## config.mk

```make
export PLATFORM = sky130hd
export DESIGN_NAME = dev_stream_driver
export DESIGN_NICKNAME = d
export VERILOG_FILES = /design/src/rtl/dev_stream_driver.sv
export SDC_FILE = /design/constraint.sdc
export NUM_CORES = 1
export LEC_CHECK = 0
export BUFFER_PORTS_ARGS = -buffer_cell sky130_fd_sc_hd__buf_2
export CAP_MARGIN = 0
export CORE_MARGIN = 1.5
export CORE_UTILIZATION = 56
export CTS_CLUSTER_SIZE = 40
export DETAILED_ROUTE_END_ITERATION = 16
export PLACE_DENSITY = 0.79
export SLEW_MARGIN = 20
export SYNTH_ARGS = -nofsm -noshare
export SYNTH_HDL_FRONTEND = slang
export SYNTH_SLANG_ARGS = --single-unit
```

## constraint.sdc

```tcl
create_clock -name clk -period 2.35 [get_ports clk]
set_input_delay 0.235 -clock clk [delete_from_list [all_inputs] [get_ports clk]]
set_output_delay 0.235 -clock clk [all_outputs]
set_load 0.02 [all_outputs]
```

## src/rtl/dev_stream_driver.sv

```systemverilog
// Host-to-device stream driver: feeds a reactive device one symbol per clock
// (host data or filler) and queues the device reaction to each host symbol.
module dev_stream_driver #(
    parameter logic [2:0]  FILL   = 3'h0,
    parameter int unsigned WARMUP = 4,
    parameter int unsigned DEPTH  = 4
) (
    input  logic       clk,
    input  logic       rst,
    input  logic       in_valid,
    output logic       in_ready,
    input  logic [2:0] in_data,
    output logic [2:0] dev_in,
    input  logic       dev_out0,
    input  logic [2:0] dev_out1,
    output logic       resp_valid,
    input  logic       resp_ready,
    output logic [3:0] resp_data,
    output logic [7:0] sent_count,
    output logic       busy
);

    localparam int unsigned AW = (DEPTH > 1) ? $clog2(DEPTH) : 1;
    localparam int unsigned PW = AW + 1;
    localparam logic [7:0]  WARM_LAST = (WARMUP == 0) ? 8'd0 : 8'(WARMUP - 1);

    typedef enum logic {
        ST_WARM = 1'b0,
        ST_RUN  = 1'b1
    } state_e;

    localparam state_e ST_RESET = (WARMUP == 0) ? ST_RUN : ST_WARM;

    typedef struct packed {
        logic       flag;
        logic [2:0] data;
    } resp_t;

    state_e          state_q, state_d;
    logic [7:0]      warm_cnt_q, warm_cnt_d;
    logic [PW-1:0]   wr_ptr_q, wr_ptr_d;
    logic [PW-1:0]   rd_ptr_q, rd_ptr_d;
    logic [7:0]      sent_q, sent_d;
    resp_t           mem_q [DEPTH];
    resp_t           mem_d [DEPTH];

    logic            fifo_empty;
    logic            fifo_full;
    logic            pop;
    logic            accept;

    // Handshake and device feed; dev_in follows the host with zero latency
    always_comb begin
        fifo_empty = (wr_ptr_q == rd_ptr_q);
        fifo_full  = (wr_ptr_q[AW-1:0] == rd_ptr_q[AW-1:0]) &&
                     (wr_ptr_q[PW-1] != rd_ptr_q[PW-1]);
        resp_valid = !fifo_empty;
        pop        = resp_valid && resp_ready;
        in_ready   = (state_q == ST_RUN) && (!fifo_full || pop);
        accept     = in_valid && in_ready;
        dev_in     = accept ? in_data : FILL;
        resp_data  = mem_q[rd_ptr_q[AW-1:0]];
        sent_count = sent_q;
        busy       = (state_q == ST_WARM) || resp_valid;
    end

    // Warm-up sequencing
    always_comb begin
        state_d    = state_q;
        warm_cnt_d = warm_cnt_q;
        case (state_q)
            ST_WARM: begin
                warm_cnt_d = warm_cnt_q + 8'd1;
                if (warm_cnt_q == WARM_LAST) begin
                    state_d = ST_RUN;
                end
            end
            ST_RUN: begin
                state_d = ST_RUN;
            end
            default: begin
                state_d = ST_RESET;
            end
        endcase
    end

    // Response FIFO and accept counter; reaction captured on the accepting edge
    always_comb begin
        mem_d    = mem_q;
        wr_ptr_d = wr_ptr_q + PW'(accept);
        rd_ptr_d = rd_ptr_q + PW'(pop);
        sent_d   = sent_q + 8'(accept);
        if (accept) begin
            mem_d[wr_ptr_q[AW-1:0]] = '{flag: dev_out0, data: dev_out1};
        end
    end

    always_ff @(posedge clk or negedge rst) begin
        if (!rst) begin
            state_q    <= ST_RESET;
            warm_cnt_q <= '0;
            wr_ptr_q   <= '0;
            rd_ptr_q   <= '0;
            sent_q     <= '0;
            for (int i = 0; i < int'(DEPTH); i++) begin
                mem_q[i] <= '0;
            end
        end else begin
            state_q    <= state_d;
            warm_cnt_q <= warm_cnt_d;
            wr_ptr_q   <= wr_ptr_d;
            rd_ptr_q   <= rd_ptr_d;
            sent_q     <= sent_d;
            mem_q      <= mem_d;
        end
    end

endmodule

```

==> metrics.txt, run 1 <==
Vias=1143; Power Internal=1.67 mW; Synth Net Count=142; clock root buffer=clkbuf_4; drt wl/cell=15.9 um; GRT Overall Usage=0.199; vias in the first global route=1105; synthesized area per cell=15.5 um^2; Post-synth EDFFs=0; register share of total power=0.400; register area share after synthesis=0.508; Static Leakage=1.01 nW; Final setup viols=0; CTS Hold Bufs=0; antenna violations before repair=0; Syn Std Cell Area=1920 um^2; Synth async-reset ratio=1.00; placed cells=200; # IOs=29; Tcrit/Tclk final=0.950; max-cap violations=0; RePlAce Congestion=0.744; Die Width=61.6 um; first-pass GRT wire length=5.35 mm; combinational group share of total power=0.488; CTS HTree Levels=2; critical path launch point type=flip-flop; Slew headroom=0.443; largest net degree at the start of global routing=40; total CTS buffers=5; pwr dens=1300 nW/um^2; register-to-register setup slack=0.12 ns; Core Area=3310 um^2; share of cells above drive strength 1=0.352; CP arrival=2.49 ns; Synth top area share=0.508; Fin. Hold Viols=17; worst hold slack=-0.00946 ns; antenna cells=0; cell taking the most area after synthesis=dfrtp_1; top cells by area, synth=dfrtp_1, mux2_1, o41ai_4; HP Class=input pin to async pin; vias per cell=5.50; endpoint class of the critical path=flip-flop; Pins Over Slew Limit=0; area delta synth->final=14.0%; Clock Skews=0.00653 ns; buffers inserted by post-CTS timing repair=0; slew at the pin with the worst max-slew slack=0.835 ns; clk_lat worst skew=0.33 ns; top_reg_cell synth=dfrtp_1; critical path type=flip-flop to flip-flop; failing checks=hold timing; row cnt=21; # port buffers=28; Critical Path RT=2.61 ns; crit-path max FO=7; Synth Register Bits=39; Final HPWL DP=2.51 mm; Residual DRC=0; gr ovfl total=0; Die H=61.6 um; P_sw=1.17 mW; DRT antenna net count=0; final cell count without fillers=208; fin nets=179; Final min period=2.23 ns; fmax=0.448 GHz; clock-pin slew on the worst setup and hold paths=0.11 ns; final wirelength=3.31 mm; CTS tree=yes; total die area=3790 um^2; clock buffer depth=2; status=finished, violations left; router iterations before antenna repair=4; RSZ-0062 raised after global routing=no; Peak VDD IR=0.000644 V; initial detailed-routing violation count=25; Post-Synthesis Cells=124; clock power share=0.112; Synth warnings=0; clk sinks=39; post-synthesis cell type count=33; switching share of power=0.412; final setup TNS=0 ns; Initial Util=0.580; post-cts resize count=0
[cell type report]
class | instances | area, um^2
clock buffers | 7 | 45.0
flip-flops and latches | 39 | 976
clock inverters | 1 | 5.00
repair buffers | 32 | 170
inverters | 2 | 7.51
well taps | 46 | 57.6
multi-input cells | 81 | 928
fillers | 269 | 1120
[registers in the layout, indices dropped and copies added, names as in the netlist]
name and count:
sent_count 8, warm_cnt_q 8, mem_q 16, state_q 1, rd_ptr_q 3, wr_ptr_q 3
[worst paths after layout]
| path | start | to | cells after the start |
|---|---|---|---|
| worst min register to register | sent_count[7] | sent_count[7] | 1 |
| max in group asynchronous | rst | mem_q[11] | 1 |
| worst max-delay path | wr_ptr_q[0] | sent_count[6] | 7 |
| worst max register to register | wr_ptr_q[0] | sent_count[6] | 7 |
| worst min-delay path | rst | warm_cnt_q[6] | 1 |
| min in group clk | dev_out0 | mem_q[7] | 2 |
[worst max-delay path: stages, from the launching register on]
cell and delay, ns:
dfrtp_1 0.49, xor2_4 0.26, or4_4 0.53, and3_1 0.22
ha_1 0.21, ha_1 0.23, nand3_1 0.10, xnor2_1 0.12
[cell families after synthesis]
kind of cell / Yosys count / synth area share
AO/OA/AOI/OAI: 6 / 0.0658
XOR/XNOR: 18 / 0.106
adder cells (fa/ha/maj): 7 / 0.0456
buffers and inverters: 4 / 0.00847
flip-flops: 39 / 0.508
multiplexers: 21 / 0.158
AND/OR/NAND/NOR: 29 / 0.108
[power groups by stage]
stage / Clock, mW / Combinational (mW) / Sequential (mW)
floorplan: 0 / 0.952 / 1.17
global placement: 0 / 1.34 / 1.14
detailed placement: 0 / 1.41 / 1.15
CTS: 0.333 / 1.41 / 1.14
global route: 0.361 / 1.51 / 1.18
finish: 0.319 / 1.39 / 1.14
[cells in the final DEF (no fill, tap or decap), types with 5 or more instances in the layout]
master / n
ha_1: 7
xor2_1: 7
mux2_1: 10
mux2_2: 5
buf_2: 28
nand3_1: 6
dfrtp_1: 39
clkbuf_4: 5
xnor2_1: 8
[synthesized netlist by cell type (all sizes together) (2+ instances only)]
cell type / count
and3: 3
and4: 4
and4b: 3
dfrtp: 39
ha: 7
inv: 2
mux2: 17
mux4: 4
nand2: 2
nand3: 6
nor3: 2
o41ai: 5
xnor2: 9
xor2: 9
[metrics by stage]
| stage | utilization | power [mW] | instance area [um^2] | hold slack [ns] | setup slack, ns |
|---|---|---|---|---|---|
| 6_report | 0.661 | 2.85 | 2190 | -0.00946 | 0.118 |
| 3_3_place_gp | 0.646 | 2.48 | 2140 | 0.369 | 0.195 |
| 2_1_floorplan | - | 2.12 | 1920 | -0.0606 | 0.216 |
| 4_1_cts | 0.661 | 2.89 | 2190 | 0.0185 | 0.0929 |
| 5_1_grt | 0.661 | 3.05 | 2190 | 0.0447 | 0.00309 |
| 3_5_place_dp | 0.646 | 2.57 | 2140 | 0.394 | 0.120 |
[routing by layer]
metal	global-route usage	routed length [um]
met2	0.296	1570
met5	0	0
met3	0.0525	187
met1	0.290	1520
met4	0.0547	29
No activity file was read; power rests on OpenSTA's default activity.
==> inputs of run 2 (changes only) <==
--- a/config.mk
+++ b/config.mk
@@ -7,11 +7,13 @@
 export LEC_CHECK = 0
 export BUFFER_PORTS_ARGS = -buffer_cell sky130_fd_sc_hd__buf_2
 export CAP_MARGIN = 0
+export CELL_PAD_IN_SITES_DETAIL_PLACEMENT = 0
+export CELL_PAD_IN_SITES_GLOBAL_PLACEMENT = 2
 export CORE_MARGIN = 1.5
-export CORE_UTILIZATION = 56
+export CORE_UTILIZATION = 29
 export CTS_CLUSTER_SIZE = 40
 export DETAILED_ROUTE_END_ITERATION = 16
-export PLACE_DENSITY = 0.79
+export PLACE_DENSITY_LB_ADDON = 0.1
 export SLEW_MARGIN = 20
 export SYNTH_ARGS = -nofsm -noshare
 export SYNTH_HDL_FRONTEND = slang
==> run 2 against run 1 <==
The run now ends clean. Register-to-register slack improved by 0.02 ns. Worst setup slack improved by 0.022 ns. Non-clock buffer count rose by 2. Clock skew fell by 0.0019 ns. Total power rose by 10%. Critical path type unchanged. Critical endpoint is now sent_count[5]. Highest routed layer unchanged.
==> metrics.txt, run 2 (same netlist as run 1, synthesis figures left out) <==
total die area=7120 um^2 (was 3790 um^2); GRT Overall Usage=0.119 (was 0.199); router iterations before antenna repair=3 (was 4); gr ovfl total=0 (unchanged); RSZ-0062 raised after global routing=no (unchanged); fmax=0.453 GHz (was 0.448 GHz); # IOs=29 (unchanged); clock-pin slew on the worst setup and hold paths=0.08 ns (was 0.11 ns); slew at the pin with the worst max-slew slack=0.885 ns (was 0.835 ns); row cnt=29 (was 21); commonest cells after routing, fill and taps aside=dfrtp_1, buf_2, mux2_1 (unchanged); endpoint class of the critical path=flip-flop (unchanged); Fill cells=639 (was 269); Fin. Hold Viols=0 (was 17); Core Area=6390 um^2 (was 3310 um^2); Design Power=3.14 mW (was 2.85 mW); Finished Cell Area=2310 um^2 (was 2190 um^2); Initial Util=0.301 (was 0.580); crit-path max cell delay=0.55 ns (was 0.53 ns); commonest non-fill, non-tap cell in the layout=dfrtp_1 (unchanged); # port buffers=28 (unchanged); vias per cell=4.79 (was 5.50); clk_lat worst skew=0.29 ns (was 0.33 ns); Clock Skews=0.00465 ns (was 0.00653 ns); max-cap violations=0 (unchanged); Final min period=2.21 ns (was 2.23 ns); Final setup viols=0 (unchanged); CP Cell Sequence=xor2_4, or4_4, and3_1, ha_1, and3_1, nand3_1, xnor2_1 (was xor2_4, or4_4, and3_1, ha_1, ha_1, nand3_1, xnor2_1); Tcrit/Tclk final=0.940 (was 0.950); Pins Over Slew Limit=0 (unchanged); critical path type=flip-flop to flip-flop (unchanged); largest net degree at the start of global routing=40 (unchanged); antenna cells=0 (unchanged); initial detailed-routing violation count=40 (was 25); CTS HTree Levels=2 (unchanged); HP Class=input pin to async pin (unchanged); CTS Hold Bufs=0 (unchanged); final setup TNS=0 ns (unchanged); Top reg by flops=mem_q (unchanged); area of the multi-input gates=928 um^2 (unchanged); first-pass GRT wire length=6.33 mm (was 5.35 mm); most used cell, CP=and3_1 (was ha_1); DRT antenna net count=0 (unchanged); pwr dens=1360 nW/um^2 (was 1300 nW/um^2); CTS tree=yes (unchanged); RePlAce Congestion=0.659 (was 0.744); clk sinks=39 (unchanged); clock buffer depth=2 (unchanged); Placed Area=2190 um^2 (was 2140 um^2); total CTS buffers=5 (unchanged); Slowest-stage cell, CP=or4_4 (unchanged); Vias=1155 (was 1143); share of cells above drive strength 1=0.378 (was 0.352); Static Leakage=1.05 nW (was 1.01 nW); Die Width=84.4 um (was 61.6 um); status=finished clean (was finished, violations left); area occupied by registers=977 um^2 (was 976 um^2); Critical Path RT=2.57 ns (was 2.61 ns); max reg flops=16 (unchanged); clock root buffer=clkbuf_8 (was clkbuf_4); CP arrival=2.43 ns (was 2.49 ns); vias in the first global route=1250 (was 1105); Final HPWL DP=2.72 mm (was 2.51 mm); critical path launch point type=flip-flop (unchanged); Slew headroom=0.410 (was 0.443); Residual DRC=0 (unchanged); final wirelength=3.77 mm (was 3.31 mm); fin nets=181 (was 179); antenna violations before repair=0 (unchanged); crit-path max FO=7 (unchanged); drt wl/cell=15.6 um (was 15.9 um); Peak VDD IR=0.000520 V (was 0.000644 V); area delta synth->final=20.4% (was 14.0%); Die H=84.4 um (was 61.6 um)
[run 2: repair_timing]
action,4_1_cts,5_1_grt
resized for setup,0,1
endpoints found under the setup margin,0,2
buffers inserted,0,0
[run 2: layout make-up]
| type | instances | share of cell area |
|---|---|---|
| Clock buffer | 6 | 0.0357 |
| Timing Repair Buffer | 34 | 0.0801 |
| Clock inverter | 2 | 0.0152 |
| Tap cell | 77 | 0.0417 |
| Sequential cell | 39 | 0.423 |
| Multi-Input combinational cell | 81 | 0.402 |
| Inverter | 2 | 0.00325 |
[run 2: power breakdown]
group / switching [mW] / internal (mW) / total (mW)
registers: 0.218 / 0.926 / 1.14
clock network: 0.237 / 0.344 / 0.581
logic: 0.765 / 0.648 / 1.41
total: 1.22 / 1.92 / 3.14
[run 2: worst max-delay path, delay by kind of cell (launching register included)]
kind          cells  cell delay, ns
flops             1            0.48
fa+ha+maj         1            0.20
simple gates      4            1.10
xor+xnor          2            0.36
[run 2: final timing paths]
check / from / endpoint / slack, ns / cells after the start
max: wr_ptr_q[0] / sent_count[5] / 0.14 / 7
min reg2reg: sent_count[7] / sent_count[7] / 0.47 / 1
min in group clk: dev_out1[0] / mem_q[12] / 0.19 / 2
max reg2reg: wr_ptr_q[0] / sent_count[5] / 0.14 / 7
min: rst / mem_q[14] / 0.06 / 1
max in group asynchronous: rst / wr_ptr_q[0] / 1.68 / 1
[run 2: per-layer routing]
layer,GRT usage,up-vias,part of all wire
met1,0.149,575,0.46
met5,0,-,0
met4,0.0645,0,0.030
li1,-,543,-
met3,0.0374,9,0.045
met2,0.183,28,0.46
[run 2: through the flow]
stage / setup slack (ns) / std cells / utilization / hold slack (ns)
final: 0.140 / 241 / 0.362 / 0.0637
after global routing: 0.0435 / 241 / 0.362 / 0.128
after CTS: 0.0916 / 241 / 0.362 / 0.0928
after detailed placement: 0.112 / 233 / 0.343 / 0.415
after global placement: 0.171 / 233 / 0.343 / 0.397
after floorplan: 0.216 / 124 / - / -0.0606
